**src/rtl/register_status_file.sv**
```systemverilog
`default_nettype none
// ============================================================================
// Module      : register_status_file
// Description : Architectural register file with per-register busy flag and
//               ROB tag (register status for a Tomasulo-style OoO core).
//               Zero-latency reads with commit bypass, issue marks a register
//               pending, commit retires it only when the tag still matches,
//               roll_back clears every pending mark.
// Revision    : 1.0 - initial release
// ============================================================================
module register_status_file (
    input  logic        clk_in,
    input  logic        rst_in,
    input  logic        rdy_in,
    input  logic        roll_back,
    input  logic        issue_valid,
    input  logic [4:0]  issue_rd,
    input  logic [4:0]  issue_entry,
    input  logic [4:0]  rs1_addr,
    input  logic [4:0]  rs2_addr,
    output logic [31:0] rs1_value,
    output logic [31:0] rs2_value,
    output logic        rs1_busy,
    output logic        rs2_busy,
    output logic [4:0]  rs1_tag,
    output logic [4:0]  rs2_tag,
    input  logic        rob_commit,
    input  logic [4:0]  rob_des_commit,
    input  logic [4:0]  rob_entry_commit,
    input  logic [31:0] rob_result_out
);

    localparam int NUM_REGS = 32;

    logic [31:0] value_q [NUM_REGS];
    logic [31:0] value_d [NUM_REGS];
    logic        busy_q  [NUM_REGS];
    logic        busy_d  [NUM_REGS];
    logic [4:0]  tag_q   [NUM_REGS];
    logic [4:0]  tag_d   [NUM_REGS];

    logic w_commit_hit;
    logic w_rs1_hit;
    logic w_rs2_hit;

    // A commit retires the pending mark only if the register still waits on
    // exactly that ROB entry; a later re-issue makes the commit stale.
    assign w_commit_hit = rob_commit && (rob_des_commit != 5'd0) &&
                          busy_q[rob_des_commit] &&
                          (tag_q[rob_des_commit] == rob_entry_commit);

    assign w_rs1_hit = w_commit_hit && (rs1_addr == rob_des_commit);
    assign w_rs2_hit = w_commit_hit && (rs2_addr == rob_des_commit);

    // Next-state: commit value write, matching-tag busy clear, then issue
    // (issue applied last so it wins over a same-register commit), roll_back
    // drops all pending marks and suppresses the issue.
    always_comb begin
        for (int i = 0; i < NUM_REGS; i++) begin
            value_d[i] = value_q[i];
            busy_d[i]  = busy_q[i];
            tag_d[i]   = tag_q[i];
        end
        if (rob_commit && (rob_des_commit != 5'd0)) begin
            value_d[rob_des_commit] = rob_result_out;
        end
        if (w_commit_hit) begin
            busy_d[rob_des_commit] = 1'b0;
        end
        if (roll_back) begin
            for (int i = 0; i < NUM_REGS; i++) begin
                busy_d[i] = 1'b0;
            end
        end else if (issue_valid && (issue_rd != 5'd0)) begin
            busy_d[issue_rd] = 1'b1;
            tag_d[issue_rd]  = issue_entry;
        end
    end

    // State register: asynchronous clear, updates only while not paused.
    always_ff @(posedge clk_in or negedge rst_in) begin
        if (!rst_in) begin
            for (int i = 0; i < NUM_REGS; i++) begin
                value_q[i] <= 32'd0;
                busy_q[i]  <= 1'b0;
                tag_q[i]   <= 5'd0;
            end
        end else if (rdy_in) begin
            for (int i = 0; i < NUM_REGS; i++) begin
                value_q[i] <= value_d[i];
                busy_q[i]  <= busy_d[i];
                tag_q[i]   <= tag_d[i];
            end
        end
    end

    // Source port 1: x0 tied off, otherwise stored state with commit bypass.
    always_comb begin
        rs1_value = 32'd0;
        rs1_busy  = 1'b0;
        rs1_tag   = 5'd0;
        if (rs1_addr != 5'd0) begin
            rs1_value = w_rs1_hit ? rob_result_out : value_q[rs1_addr];
            rs1_busy  = w_rs1_hit ? 1'b0 : busy_q[rs1_addr];
            rs1_tag   = tag_q[rs1_addr];
        end
    end

    // Source port 2: identical to port 1.
    always_comb begin
        rs2_value = 32'd0;
        rs2_busy  = 1'b0;
        rs2_tag   = 5'd0;
        if (rs2_addr != 5'd0) begin
            rs2_value = w_rs2_hit ? rob_result_out : value_q[rs2_addr];
            rs2_busy  = w_rs2_hit ? 1'b0 : busy_q[rs2_addr];
            rs2_tag   = tag_q[rs2_addr];
        end
    end

endmodule
`default_nettype wire

```
**config.mk**
```make
export PLATFORM = sky130hd
export DESIGN_NAME = register_status_file
export DESIGN_NICKNAME = d
export VERILOG_FILES = /design/src/rtl/register_status_file.sv
export SDC_FILE = /design/constraint.sdc
export NUM_CORES = 2
export LEC_CHECK = 0
export CORE_AREA = 2 2 455 457
export DETAILED_ROUTE_END_ITERATION = 16
export DIE_AREA = 0 0 457 459
export PLACE_DENSITY = 0.51
export SLEW_MARGIN = 30
export SYNTH_ARGS = -nofsm -noshare
export SYNTH_HDL_FRONTEND = slang
export SYNTH_SLANG_ARGS = --single-unit
```
**constraint.sdc**
```tcl
create_clock -name clk_in -period 10.1 [get_ports clk_in]
set_clock_uncertainty 0.2 [all_clocks]
set_input_delay 1.515 -clock clk_in [delete_from_list [all_inputs] [get_ports clk_in]]
set_output_delay 1.515 -clock clk_in [all_outputs]
set_load 0.02 [all_outputs]
```
---- After elaboration in Yosys (flattened, before gate mapping) ----
Cells that the tools add are included.
Widths: inputs -> output; s select.
cells by class
  multiplexer cells ....................... 47
  divide/modulo/power cells ............... 0
  shift operators ......................... 0
  equality and inequality tests ........... 3
  reductions and logical operators ........ 14
  bitwise operators ....................... 8
  $add $sub $neg .......................... 0
  multipliers ............................. 0
  magnitude comparators ................... 6
operator list
  kind                count
  $bwmux 1024         1
  $mux 32             12
  $bmux 32 s5         2
  $bwmux 160          1
  $demux 32 s5        1
  $bmux 5 s5          3
  $mux 5              9
  $and 32x32->32      1
  $not 32->32         1
  $or 32x32->32       1
  $demux 5 s5         1
  $ge 6x6->1 const B  4
  $not 5->6           4
  $reduce_bool 5->1   4
  $bmux 1 s5          3
  $eq 5x5->1          3
  $lt 6x1->1 const B  2
  $mux 1              12
  $demux 1 s5         2
  $logic_and 1x1->1   8
  $reduce_and 3->1    1
  $reduce_and 2->1    1
  $not 1->1           1
storage, ports and cells
  latch bits .............................. 0
  logic and storage cells ................. 174
  output and inout bits ................... 76
  flip-flop bits (word level) ............. 1,216
  bits in read-only memories .............. 0
  memory bits (writable) .................. 0
  input bits .............................. 68
  memories kept ........................... 0

---- Logic depth before layout (Yosys ltp) ----
  depth in word-level cells ............... 11
  depth in mapped cells ................... 11
  gate-level depth less buffers ........... 7

---- Worst setup path after synthesis ----
OpenSTA, ideal clock, no wires.
  path kind ............................... input-to-output
  from .................................... in rob_des_commit[1]
  to ...................................... out rs2_value[10]
  required time ........................... 8,385 ps
  stages .................................. 11
  setup slack ............................. 3,870 ps
  path buffers ............................ 4
  arrival ................................. 4,515 ps
  cell sequence ........................... clkbuf_1 -> buf_2 -> buf_2 -> mux2i_1 -> o22ai_1 -> nor4_1 -> a21o_1 -> nand4_1 -> nor4_4 -> buf_6 -> mux2i_1
on the way
  longest elaborated chain between the ends .. 9
  elaborated cells between the ends (all ways) .. 16
  classes of those cells .................. eq/ne (2); mux (8); bitwise (1); reduce/logical (5)
RTL lines
  element                                                                     RTL line  RTL
  start: declaration                                                          28        input logic [4:0] rob_des_commit,
  $not 5->6 (implied by the code)                                             49, 50
  $bmux 5 s5 / $bmux 1 s5 (equally long branches)                             50, 49
  $mux 5 (implied by the code) / $mux 1 (equally long branches) (2 in a row)  50, 49
  $eq 5x5->1 / $logic_and 1x1->1 (equally long branches)                      50, 48
  $logic_and 1x1->1                                                           49        busy_q[rob_des_commit] &&
  $logic_and 1x1->1 *                                                         53        assign w_rs2_hit = w_commit_hit && (rs2_addr == rob_des_commit);
  $mux 32 *                                                                   115       rs2_value = w_rs2_hit ? rob_result_out : value_q[rs2_addr];
  $mux 32 *                                                                   114       if (rs2_addr != 5'd0) begin
  end: declaration                                                            22        output logic [31:0] rs2_value,
Mark *: on every way between the ends. The rest lies on a longest branch, timed or not. The select of a mux whose other input is x is not followed.

---- Worst setup path in the final report ----
  from .................................... in rob_des_commit[1]
  to ...................................... out rs1_value[16]
on the way
  longest elaborated chain between the ends .. 9
  elaborated cells between the ends (all ways) .. 16
  classes of those cells .................. eq/ne (2); mux (8); bitwise (1); reduce/logical (5)
RTL lines
  element                                                                     RTL line  RTL
  $not 5->6 (implied by the code)                                             49, 50
  $bmux 5 s5 / $bmux 1 s5 (equally long branches)                             50, 49
  $mux 5 (implied by the code) / $mux 1 (equally long branches) (2 in a row)  50, 49
  $eq 5x5->1 / $logic_and 1x1->1 (equally long branches)                      50, 48
  $logic_and 1x1->1                                                           49
  $logic_and 1x1->1 *                                                         52        assign w_rs1_hit = w_commit_hit && (rs1_addr == rob_des_commit);
  $mux 32 *                                                                   103       rs1_value = w_rs1_hit ? rob_result_out : value_q[rs1_addr];
  $mux 32 *                                                                   102       if (rs1_addr != 5'd0) begin
  end: declaration                                                            21        output logic [31:0] rs1_value,
Marked as above.

==> impl_metrics.ini <==
[grt]
grt_pass1_wl_microns = 322000
grt_pass1_vias = 43518
grt_usage = 0.211
grt_max_degree = 173
grt_overflow = 0
antenna_found_initial = 2

[worst_setup_path]
crit_fanout = 56
end_kind = primary output
critical_path_buf_inv_count = 4
reg2reg_depth = 7
cp_common_cell = buf_4
cp_cell_sequence = buf_4, buf_4, mux2i_1, o22ai_1, nor4_1, a21oi_1, or4_4, nor4_4, buf_4, mux2i_1, clkdlybuf4s50_1
crit_type = in -> out
slowest_delay_ps = 730
crit_family = buffers and inverters
worstPathRequired_ps = 8390
arrival_ps = 6460
worst_path_max_delay_cell = or4_4
worst_setup_path_start_kind = input port
worst-path-stages = 11

[synth]
syn_nets = 4379
synth_area_sq_mm = 0.0674
syn_avg_cell_area_sq_um = 15.6
synthTopCellsByArea = dfrtp_1 45%, mux4_2 26%, mux2_2 20%
yosysUniqueCellTypes = 46
ys_seq_elements = 1216
ys_warn_count = 0
ys_seq_area_frac = 0.452
synth.top_cell.area_share = 0.452
synth_area_leader_cell = dfrtp_1
syn_inst = 4311

[floorplanning]
coreArea_sq_mm = 0.206
die_area_sq_mm = 0.210
io_pins = 144
core.rowCount = 167
die_w_microns = 457
initial_core_util = 0.328
dieHeight_microns = 459

[detailed_routing]
wirelength_microns = 221000
drtIter0Drc = 3180
drc = 0
via_per_inst = 5.84
wl_per_cell_microns = 31.3
ant_nets = 0
dr.pass1.iters = 6
vias = 41226

[cells_and_area]
drive_gt1_frac = 0.554
syn_to_final_growth_pct = 14.0
nets = 4303
final_cell_mix = 1216 x dfrtp_1, 1211 x mux2_2, 768 x mux4_2
layout_commonest_cell = dfrtp_1
nFillCells = 19319
finish.utilization = 0.374

[timing]
period_share = 0.810
max_freq_ghz = 0.122
worst_pin_slew_ps = 1050
setup_viol = 0
finalSetupTns_ps = 0
rsz0062_at_grt = no
hold_violations = 0
drv_slew = 0
slew_headroom = 0.303
period_minus_slack_ps = 8180

[cts]
htree_levels = 4
hold_buffers = 0
cts_tree = built
postCtsResizedCells = 0
cts_buffers = 146
clk_latency_ps = 790
clk_pin_slew_ps = 50
post_cts_buffers = 0
cts.sinks = 1216
cts_root_buffer = clkbuf_16
clk_path_buf_depth = 3

[hold_path]
hold_depth = 0
min_path_type = reg -> reg

[placed_design]
globalplace.congestion = 0.866
port_buffers = 143
hpwlAfterDp_microns = 129000

[pwr]
p_leak_nw = 32.7
vdd_ir_drop_max_mv = 0.177
powerDensity_mw_per_mm2 = 179

[flow_run]
drv_cap = 0

[outcome]
status = complete, no violations
[worst reg2reg max path, cell delays in order (launching register included)]
cell and delay (ps):
dfrtp_1 440, mux2i_1 230, o22ai_1 110, nor4_1 350, a21oi_1 120, or4_4 730
nor4_4 740, a31oi_1 210
[metrics by stage]
step / hold WS, ps / total power [mW] / setup slack [ps] / cells / area [sq um]
floorplan: 241 / 7.55 / 3870 / 4311 / 67400
global placement: 177 / 8.33 / 1770 / 6778 / 71500
detailed placement: 182 / 8.40 / 1900 / 6789 / 71800
CTS: 196 / 13.9 / 1880 / 7052 / 76700
global route: 205 / 14.3 / 1670 / 7054 / 76800
finish: 192 / 13.7 / 1920 / 7056 / 76800
[path summary, 6_finish.rpt]
check / start / endpoint / slack, ps
max in group asynchronous: rst_in / value_q[329]$_DFFE_PN0P_ / 7010
worst max-delay path: rob_des_commit[1] / rs1_value[16] / 1920
worst max register to register: tag_q[67]$_DFFE_PN0P_ / busy_q[10]$_DFFE_PN0P_ / 6790
min in group asynchronous: rst_in / tag_q[48]$_DFFE_PN0P_ / 440
worst min-delay path: value_q[1006]$_DFFE_PN0P_ / value_q[1006]$_DFFE_PN0P_ / 190
worst min register to register: value_q[1006]$_DFFE_PN0P_ / value_q[1006]$_DFFE_PN0P_ / 190
[Yosys cell counts, drive strengths merged]
master   instances
xnor2            4
o21ai           15
nand3           12
or4bb            4
a22o             1
xor2             6
nand2          174
dfrtp         1216
nand4            6
nand4bb          2
nor4            29
mux2i          156
mux2          1211
and3             4
or4b             4
clkbuf         357
a31oi           17
mux4           768
a22oi           16
nand2b          15
nor2            57
nor3b            6
nand4b           4
and3b            4
a21boi           2
nand3b           5
buf            127
inv              1
a21oi           17
or3b             5
and2             5
o22ai           40
or3              2
nor2b            2
a221oi           1
nor3             9
a21o             3
or4              2
or2              2
[report_power, final]
group | switching [mW] | leakage (nW) | internal, mW
sequential | 0.450 | 16.3 | 5.46
clock | 2.23 | 2.43 | 3.20
combinational | 0.999 | 14.0 | 1.38
[metal layers]
metal,vias up,share of wire,track usage
li1,16719,-,-
met1,22960,0.44,0.289
met2,1192,0.49,0.345
met3,355,0.042,0.0294
met4,0,0.033,0.0696
met5,-,0,0
[registers in the layout, indices dropped and copies added, names as in the netlist]
| register | flops |
|---|---|
| busy_q | 32 |
| value_q | 1024 |
| tag_q | 160 |
[final cells by class]
class | count | area, sq um | area share
antenna | 2 | 5.00 | 0.0000652
clock buffer | 221 | 4350 | 0.0566
clock inverter | 42 | 588 | 0.00766
inverter | 1 | 3.75 | 0.0000489
multi-input combinational | 2610 | 35400 | 0.460
sequential | 1216 | 30400 | 0.396
tap | 2704 | 3380 | 0.0441
timing repair buffer | 260 | 2680 | 0.0349
[cells by family (layout without fill, tap and decap cells)]
group,Yosys count,in the layout,synth area share
xor gates and xnor gates,10,10,0.00130
other,0,2,0
DFF,1216,1216,0.452
buffers and inverters,485,524,0.0286
AOI/OAI and AO/OA,112,112,0.0104
and+or+nand+nor,353,353,0.0260
muxes,2135,2135,0.482
Note: power is estimated with default switching activity, not from simulation.
